[src/rtl/float_type.sv]
// rtl/float_type.sv - FP32 status enum, constants and divider-local types
package float_type;

    typedef enum logic [2:0] {
        VALID,
        OVERFLOW,
        UNDERFLOW,
        NaN,
        positive_infinity,
        negative_infinity
    } type_of_float;

    localparam int          FP32_BIAS    = 127;
    localparam logic [31:0] FP32_QNAN    = 32'h7FC0_0000;
    localparam logic [7:0]  FP32_INF_EXP = 8'hFF;

    // Special-case outcome decided at acceptance; SP_NONE means a real divide is needed
    typedef enum logic [1:0] {
        SP_NONE,
        SP_NAN,
        SP_INF,
        SP_ZERO
    } div_special_t;

    typedef enum logic [1:0] {
        S_IDLE,
        S_DIVIDE,
        S_PACK,
        S_DONE
    } div_state_t;

endpackage

[src/rtl/fp32_div_round_pack.sv]
// rtl/fp32_div_round_pack.sv - normalise, round-to-nearest-even, range check and pack
module fp32_div_round_pack
    import float_type::*;
(
    input  logic [25:0]       q,
    input  logic              rem_nz,
    input  logic              sign,
    input  logic signed [9:0] exp_in,
    output logic [31:0]       result,
    output type_of_float      result_str
);

    logic [22:0]       mant;
    logic              guard;
    logic              sticky;
    logic              inc;
    logic [23:0]       mant_sum;
    logic [22:0]       mant_r;
    logic signed [9:0] exp_n;
    logic signed [9:0] exp_r;

    // The quotient of two [1,2) significands is in (0.5,2): either q[25] or q[24] leads
    always_comb begin
        if (q[25]) begin
            mant   = q[24:2];
            guard  = q[1];
            sticky = q[0] | rem_nz;
            exp_n  = exp_in;
        end else begin
            mant   = q[23:1];
            guard  = q[0];
            sticky = rem_nz;
            exp_n  = exp_in - 10'sd1;
        end

        inc      = guard & (sticky | mant[0]);
        mant_sum = {1'b0, mant} + {23'd0, inc};

        if (mant_sum[23]) begin
            mant_r = 23'd0;
            exp_r  = exp_n + 10'sd1;
        end else begin
            mant_r = mant_sum[22:0];
            exp_r  = exp_n;
        end

        if (exp_r >= 10'sd255) begin
            result     = {sign, FP32_INF_EXP, 23'd0};
            result_str = OVERFLOW;
        end else if (exp_r <= 10'sd0) begin
            result     = {sign, 31'd0};
            result_str = UNDERFLOW;
        end else begin
            result     = {sign, exp_r[7:0], mant_r};
            result_str = VALID;
        end
    end

endmodule

[src/rtl/if_normal.sv]
// rtl/if_normal.sv - combinational FP32 operand classifier with denormal flush
module if_normal
    import float_type::*;
(
    input  logic [31:0] x,
    output logic        is_zero,
    output logic        is_inf,
    output logic        is_nan
);

    logic [7:0]  exp_f;
    logic [22:0] frac_f;

    assign exp_f  = x[30:23];
    assign frac_f = x[22:0];

    // Denormals (exp==0) count as zero regardless of the fraction bits
    always_comb begin
        is_zero = (exp_f == 8'd0);
        is_inf  = (exp_f == FP32_INF_EXP) && (frac_f == 23'd0);
        is_nan  = (exp_f == FP32_INF_EXP) && (frac_f != 23'd0);
    end

endmodule

[src/rtl/fp32_div_seq.sv]
// rtl/fp32_div_seq.sv - iterative FP32 divider, restoring radix-2, one quotient bit per cycle
module fp32_div_seq
    import float_type::*;
#(
    parameter int          QBITS     = 26,
    parameter logic [31:0] NAN_VALUE = 32'h7FC0_0000
)(
    input  logic         clk,
    input  logic         rst_n,
    input  logic         start,
    input  logic [31:0]  a,
    input  logic [31:0]  b,
    output logic [31:0]  result,
    output type_of_float result_str,
    output logic         done,
    output logic         busy
);

    div_state_t        state;
    div_state_t        state_next;
    div_special_t      special_c;
    div_special_t      special_q;
    logic              sign_q;
    logic signed [9:0] exp_q;
    logic [24:0]       rem;
    logic [23:0]       mb;
    logic [QBITS-1:0]  quo;
    logic [4:0]        count;
    logic              accept;

    logic              a_zero, a_inf, a_nan;
    logic              b_zero, b_inf, b_nan;
    logic [31:0]       rp_result;
    type_of_float      rp_str;

    if_normal u_cls_a (
        .x       (a),
        .is_zero (a_zero),
        .is_inf  (a_inf),
        .is_nan  (a_nan)
    );

    if_normal u_cls_b (
        .x       (b),
        .is_zero (b_zero),
        .is_inf  (b_inf),
        .is_nan  (b_nan)
    );

    fp32_div_round_pack u_round_pack (
        .q          (quo),
        .rem_nz     (rem != 25'd0),
        .sign       (sign_q),
        .exp_in     (exp_q),
        .result     (rp_result),
        .result_str (rp_str)
    );

    assign accept = (state == S_IDLE) && start;

    // Special-case priority: NaN-producing first, then infinity, then exact zero
    always_comb begin
        special_c = SP_NONE;
        if (a_nan || b_nan || (a_zero && b_zero) || (a_inf && b_inf)) begin
            special_c = SP_NAN;
        end else if (a_inf || b_zero) begin
            special_c = SP_INF;
        end else if (a_zero || b_inf) begin
            special_c = SP_ZERO;
        end
    end

    // State register
    always_ff @(posedge clk or negedge rst_n) begin
        if (!rst_n) begin
            state <= S_IDLE;
        end else begin
            state <= state_next;
        end
    end

    // Next-state logic and busy; special cases skip the divide loop entirely
    always_comb begin
        state_next = state;
        busy       = (state != S_IDLE);
        case (state)
            S_IDLE: begin
                if (start) begin
                    state_next = (special_c != SP_NONE) ? S_PACK : S_DIVIDE;
                end
            end
            S_DIVIDE: begin
                if (count == 5'(QBITS - 1)) begin
                    state_next = S_PACK;
                end
            end
            S_PACK:  state_next = S_DONE;
            S_DONE:  state_next = S_IDLE;
            default: state_next = S_IDLE;
        endcase
    end

    // Operand capture, restoring divide step, result register and done pulse
    always_ff @(posedge clk or negedge rst_n) begin
        if (!rst_n) begin
            special_q  <= SP_NONE;
            sign_q     <= 1'b0;
            exp_q      <= 10'sd0;
            rem        <= 25'd0;
            mb         <= 24'd0;
            quo        <= '0;
            count      <= 5'd0;
            result     <= 32'd0;
            result_str <= VALID;
            done       <= 1'b0;
        end else begin
            done <= (state == S_DONE);
            if (accept) begin
                special_q <= special_c;
                sign_q    <= a[31] ^ b[31];
                exp_q     <= $signed({2'b00, a[30:23]}) - $signed({2'b00, b[30:23]})
                             + 10'(FP32_BIAS);
                rem       <= {2'b01, a[22:0]};
                mb        <= {1'b1, b[22:0]};
                quo       <= '0;
                count     <= 5'd0;
            end else if (state == S_DIVIDE) begin
                // Remainder stays below 2*mb, so the left shift never loses a set bit
                if (rem >= {1'b0, mb}) begin
                    quo <= {quo[QBITS-2:0], 1'b1};
                    rem <= (rem - {1'b0, mb}) << 1;
                end else begin
                    quo <= {quo[QBITS-2:0], 1'b0};
                    rem <= rem << 1;
                end
                count <= count + 5'd1;
            end else if (state == S_PACK) begin
                case (special_q)
                    SP_NAN: begin
                        result     <= NAN_VALUE;
                        result_str <= NaN;
                    end
                    SP_INF: begin
                        result     <= {sign_q, FP32_INF_EXP, 23'd0};
                        result_str <= sign_q ? negative_infinity : positive_infinity;
                    end
                    SP_ZERO: begin
                        result     <= {sign_q, 31'd0};
                        result_str <= VALID;
                    end
                    default: begin
                        result     <= rp_result;
                        result_str <= rp_str;
                    end
                endcase
            end
        end
    end

endmodule

[config.mk]
export PLATFORM = sky130hd
export DESIGN_NAME = fp32_div_seq
export DESIGN_NICKNAME = d
export VERILOG_FILES = /design/src/rtl/float_type.sv /design/src/rtl/fp32_div_round_pack.sv /design/src/rtl/if_normal.sv /design/src/rtl/fp32_div_seq.sv
export SDC_FILE = /design/constraint.sdc
export NUM_CORES = 1
export LEC_CHECK = 0
export CAP_MARGIN = 10
export CORE_MARGIN = 3
export CORE_UTILIZATION = 56
export CTS_CLUSTER_DIAMETER = 50
export DETAILED_ROUTE_END_ITERATION = 8
export PLACE_DENSITY = 0.79
export SETUP_SLACK_MARGIN = 0.2
export SYNTH_ARGS = -nofsm -noshare
export SYNTH_HDL_FRONTEND = slang
export SYNTH_SLANG_ARGS = --single-unit
[constraint.sdc]
create_clock -name clk -period 9.1 [get_ports clk]
set_input_delay 1.365 -clock clk [delete_from_list [all_inputs] [get_ports clk]]
set_output_delay 1.365 -clock clk [all_outputs]
set_load 0.02 [all_outputs]
Yosys cells after proc, flatten, opt, wreduce, memory -nomap -nowiden
Index checks and enable logic that the tools add are counted.
{ "op_classes": {"add_sub_neg": 7, "n_mul": 0, "n_div": 0, "magnitude_cmp": 3, "n_eq_ne": 11, "n_shift": 0, "muxes": 28, "bitwise": 6, "reduce_logical": 25} }
{ "ops": {"columns": ["cell", "count"], "rows": [
  ["$pmux W32 S3", 1],
  ["$mux W25", 3],
  ["$mux W31", 2],
  ["$mux W26", 2],
  ["$logic_not A23 Y1", 2],
  ["$mux W23", 2],
  ["$reduce_bool A23 Y1", 2],
  ["$ge A25 B24 Y1", 1],
  ["$reduce_bool A25 Y1", 1],
  ["$add A23 B1 Y24", 1],
  ["$sub A24 B24 Y24", 1],
  ["$mux W10", 2],
  ["$eq A8 B8 Y1 const B", 2],
  ["$logic_not A8 Y1", 2],
  ["$mux W2", 7],
  ["$add A10 B2 Y10 const B", 1],
  ["$add A9 B8 Y10 const B", 1],
  ["$ge A10 B9 Y1 const B", 1],
  ["$le A10 B1 Y1 const B", 1],
  ["$mux W5", 2],
  ["$sub A10 B2 Y10 const B", 1],
  ["$pmux W3 S3", 1],
  ["$sub A8 B8 Y9", 1],
  ["$eq A2 B2 Y1 const B", 4],
  ["other kinds (17)", 36]
]} }
{ "word_totals": {"reg_bits": 131, "latch_bits": 0, "ramBits": 0, "rom_bits": 0, "input_bits": 67, "out_inout_bits": 37, "memories": 0} }

Longest topological paths before layout
{ "depth": {"ltp_word": 11, "ltp_mapped": 18, "depth_no_buf": 14} }

By module
A second synthesis with hierarchy kept.
{ "hier_totals": {"cells_unflattened": 1259, "hier_area_um2": 10437.5} }
{ "by_module_without_submodules": {"columns": ["mod", "instances", "cells_per_inst", "area_per_inst_um2"], "rows": [
  ["fp32_div_seq", 1, 889, 7926.4],
  ["fp32_div_round_pack", 1, 338, 2313.5],
  ["if_normal", 2, 16, 98.8]
]} }

Worst setup path after synthesis
Ideal clock, no wire load.
{ "synth_path": {"path_kind": "reg2reg", "startpoint": "register quo[25]", "endpoint": "register result[20]", "setup_time_ps": 121, "arrival_time_ps": 4023, "required_ps": 8979, "path_slack_ps": 4956, "stages_incl_launch_ff": 19, "cell_sequence": "dfrtp_1 > buf_6 > buf_6 > clkbuf_1 > clkbuf_1 > clkbuf_1 > clkbuf_1 > nand2_1 > a21oi_1 > ha_1 > nand2_1 > a211oi_1 > nand4_1 > a211o_1 > nor3_2 > nand4_1 > xor2_1 > mux2i_1 > a22o_1"} }
{ "synth_between": {"elab_chain_len": 9} }
{ "synth_lines": {"columns": ["element", "line", "rtl"], "rows": [
  ["from (decl)", "fp32_div_seq.sv:27", "logic [QBITS-1:0] quo;"],
  ["from (signal assigned)", "fp32_div_seq.sv:130", "quo <= {quo[QBITS-2:0], 1'b1};"],
  ["from (signal assigned)", "fp32_div_seq.sv:133", "quo <= {quo[QBITS-2:0], 1'b0};"],
  ["$mux W1 or $mux W23 (tied branches)", "fp32_div_round_pack.sv:24", "if (q[25]) begin"],
  ["$or A1 B1 Y1", "fp32_div_round_pack.sv:36", "inc = guard & (sticky | mant[0]);"],
  ["$and A1 B1 Y1", "fp32_div_round_pack.sv:36", null],
  ["$add A23 B1 Y24", "fp32_div_round_pack.sv:37", "mant_sum = {1'b0, mant} + {23'd0, inc};"],
  ["$mux W10", "fp32_div_round_pack.sv:39", "if (mant_sum[23]) begin"],
  ["$le A10 B1 Y1", "fp32_div_round_pack.sv:50", "end else if (exp_r <= 10'sd0) begin"],
  ["$mux W31", "fp32_div_round_pack.sv:50", null],
  ["$mux W31 (*)", "fp32_div_round_pack.sv:47", "if (exp_r >= 10'sd255) begin"],
  ["$pmux W32 S3 (*)", "fp32_div_seq.sv:138", "case (special_q)"],
  ["to (signal assigned)", "fp32_div_seq.sv:144", "result <= {sign_q, FP32_INF_EXP, 23'd0};"],
  ["to (signal assigned)", "fp32_div_seq.sv:148", "result <= {sign_q, 31'd0};"],
  ["to (signal assigned)", "fp32_div_seq.sv:152", "result <= rp_result;"],
  ["to (decl)", "fp32_div_seq.sv:13", "output logic [31:0] result,"]
]} }
Mark *: on every way between the ends. The rest lies on a longest branch, timed or not.
A chain may end at the register's enable or synchronous reset.

Worst setup path after layout
{ "layout_path": {"startpoint": "register quo[25]", "endpoint": "register result[12]"} }
Same word-level chain as after synthesis.

==> flow_summary.toml <==
[timing]
slew_viol_final = 0
relSlewSlack_pct = 31.44
setup_ws_ns = 4.669
worstMarginPinSlew_ns = 1.028
post-route-min-period_ns = 4.431
hold_viol = 0
setup_violations = 0
fin_crit_sh_pct = 48.69
rsz0062_at_grt = "false"
max_freq_mhz = 225.7
fin_setup_tns_ns = 0
skew_ns = 0.007066

[cells_and_area]
final_core_util_pct = 68.88
num_antenna_cells = 0
syn2layout_area_growth_pct = 18.15
drive_gt1_share_pct = 5.570
fillers = 1316
stdcell_count = 1401
final_nets = 1289
multiInputGateArea_sq_mm = 0.005643
regArea_sq_mm = 0.003279

[pwr]
power_density_mw_per_mm2 = 354.4
p_leak_nw = 4.809
finalPower_mw = 3.948
ir_drop_mv = 0.2526

[yosys]
synthMuxAreaShare_pct = 7.605
syn_avg_cell_area_sq_um = 8.563
synth.distinct_cells = 77
synth-adder-area-share_pct = 6.795
synthTopCellsByArea = "dfrtp_1, ha_1, mux2i_1, o21ai_0, nand2_1"
seq_area_frac_synth_pct = 34.77
syn_area_sq_mm = 0.009428
synth_top_area_share_pct = 34.77
synth_top_cell_by_area = "dfrtp_1"
ys_ff_latch = 131
yosys.area_share.simple_pct = 20.11
syn_inst = 1101
syn-num-nets = 1218
synth_top_family_by_area = "simple AND/OR/NAND/NOR gates"
synth_compound_area_share_pct = 18.86
synth_xor_area_share_pct = 6.410
yosys_most_used_dff = "dfrtp_1"
ys_warn_count = 0
synth_edf_count = 0
async_flop_share_pct = 100.0

[clock_network]
root_buffer = "clkbuf_16"
path_clk_slew_ns = 0.06
cts_hold_buf = 0
post_cts_resized = 0
post-cts-setup-buffers = 0
cts_tree = "done"
clockBufferDepth = 2
ctsHtreeMaxLevel = 4
cts.sinks = 131
cts_buffers = 17
clk-insertion-delay-late_ns = 0.42

[worst_setup_path]
crit_slowest_cell = "dfrtp_2"
cp.arrival_ns = 4.79
end_kind = "flip-flop"
cp_max_fo = 38
critPathBufInv = 2
crit_family = "simple AND/OR/NAND/NOR gates"
worstPathRequired_ns = 9.46
path_cells = "buf_4 > mux2_2 > inv_1 > ha_1 > nand3_1 > a211oi_1 > and4_1 > mux2_1 > a21oi_1 > o311ai_4 > nor3_4 > a32o_1"
start_kind = "flip-flop"
regToRegSetupSlack_ns = 4.67
worst_path_largest_cell_delay_ns = 0.74
worstSetupPathType = "reg2reg"

[die]
die_w_um = 135.8
die_height_um = 135.8
num_rows = 46
die_area_sq_mm = 0.01843
ios = 104
initial_core_util_pct = 58.29
coreArea_sq_mm = 0.01617

[detailed_routing]
drt_wl_total_um = 23550
route.antenna.remaining_nets = 0
viasPerCell = 5.951
drcViolationCount = 0
first_iter_violations = 645
routed-via-count = 8338
detail_route.first_pass.iterations = 5
wl_per_cell_um = 16.81

[global_route]
grt_overflow = 0
grt_pass1_wl_um = 39030
grt_pass1_vias = 7932
grt_max_degree = 71
grt_usage_pct = 26.12
antenna_found_initial = 0

[placement]
place_inst = 1369
hpwlAfterDp_um = 17130
dp_slack_ns = 4.727
io_buffer_count = 103
gp_congestion = 0.9199

[min_path]
min_path_type = "reg2reg"

[flow_run]
max_cap_viol_count = 0

[run_status]
status = "complete, no violations"
placed cells by master (no fill, tap or decap), drive strengths merged, types with 26 or more instances in the layout:
master and n:
dfrtp 131, ha 48, nand2 107, inv 71
nand3 28, xnor2 40, nor2 100, mux2i 57
clkdlybuf4s50 102, xor2 29, o21ai 95, and3 26
a21oi 62
per-layer routing:
metal / part of all wire, % / track usage (%) / routed length [um]
met1: 45 / 35.32 / 10610
met2: 48 / 43.34 / 11220
met3: 5.4 / 4.532 / 1260
met4: 1.9 / 7.447 / 454
met5: 0 / 0 / 0
cells in the mapped netlist (8+ instances only):
master / instances
ha_1: 48
a21oi_1: 61
nor2b_1: 8
nor4_1: 17
a21o_1: 16
a211oi_1: 13
xnor2_1: 40
dfrtp_1: 131
nand2b_1: 13
nand4_1: 24
nand2_1: 107
and3_1: 26
clkbuf_1: 39
nor2_1: 100
xor2_1: 29
a22o_1: 18
inv_1: 70
mux2_2: 11
o21ai_0: 93
o21a_1: 11
mux2i_1: 57
nor3_1: 15
nand3_1: 27
final cells by class:
type,instances,share of cell area (%)
tap,216,2.426
clock buffer,20,4.100
clock inverter,12,1.382
multi-input combinational,843,50.66
timing repair buffer,108,9.604
sequential,131,29.44
inverter,71,2.392
tightest hold or removal path, stage by stage (launching register included):
cell	delay, ns
dfrtp_1	0.32
inv_1	0.05
nand2_1	0.05
sequential cells by signal, summed over array words and instances, names as in the netlist:
signal / flops
count: 5
done: 1
exp_q: 10
mb: 24
quo: 26
rem: 25
result: 32
result_str: 3
sign_q: 1
special_q: 2
state: 2
per-stage QoR:
stage                     hold slack [ns]  area (sq um)
after floorplan                    0.4175          9428
after global placement             0.4406         10530
after detailed placement           0.4434         10530
after CTS                          0.4576         11140
after global routing               0.5060         11140
final                              0.4501         11140
where the power goes:
group | internal (mW) | switching (mW)
Combinational | 0.957 | 1.30
Clock | 0.445 | 0.262
Sequential | 0.787 | 0.197
Total | 2.19 | 1.76
cell families (layout without fill, tap and decap cells):
logic type / after synthesis / in the layout
simple gates: 378 / 378
flops: 131 / 131
xor+xnor: 69 / 69
compound gates: 276 / 276
mux: 70 / 70
buf+inv: 127 / 211
fa+ha+maj: 50 / 50
path summary, 6_finish.rpt:
check,startpoint,endpoint,depth (start not counted)
setup / recovery,quo[25],result[12],12
setup reg to reg,quo[25],result[12],12
min in group asynchronous,rst_n,quo[12],1
max in group asynchronous,rst_n,quo[25],2
hold / removal,mb[23],mb[23],2
hold reg to reg,mb[23],mb[23],2
No activity file was read; power rests on OpenSTA's default activity.
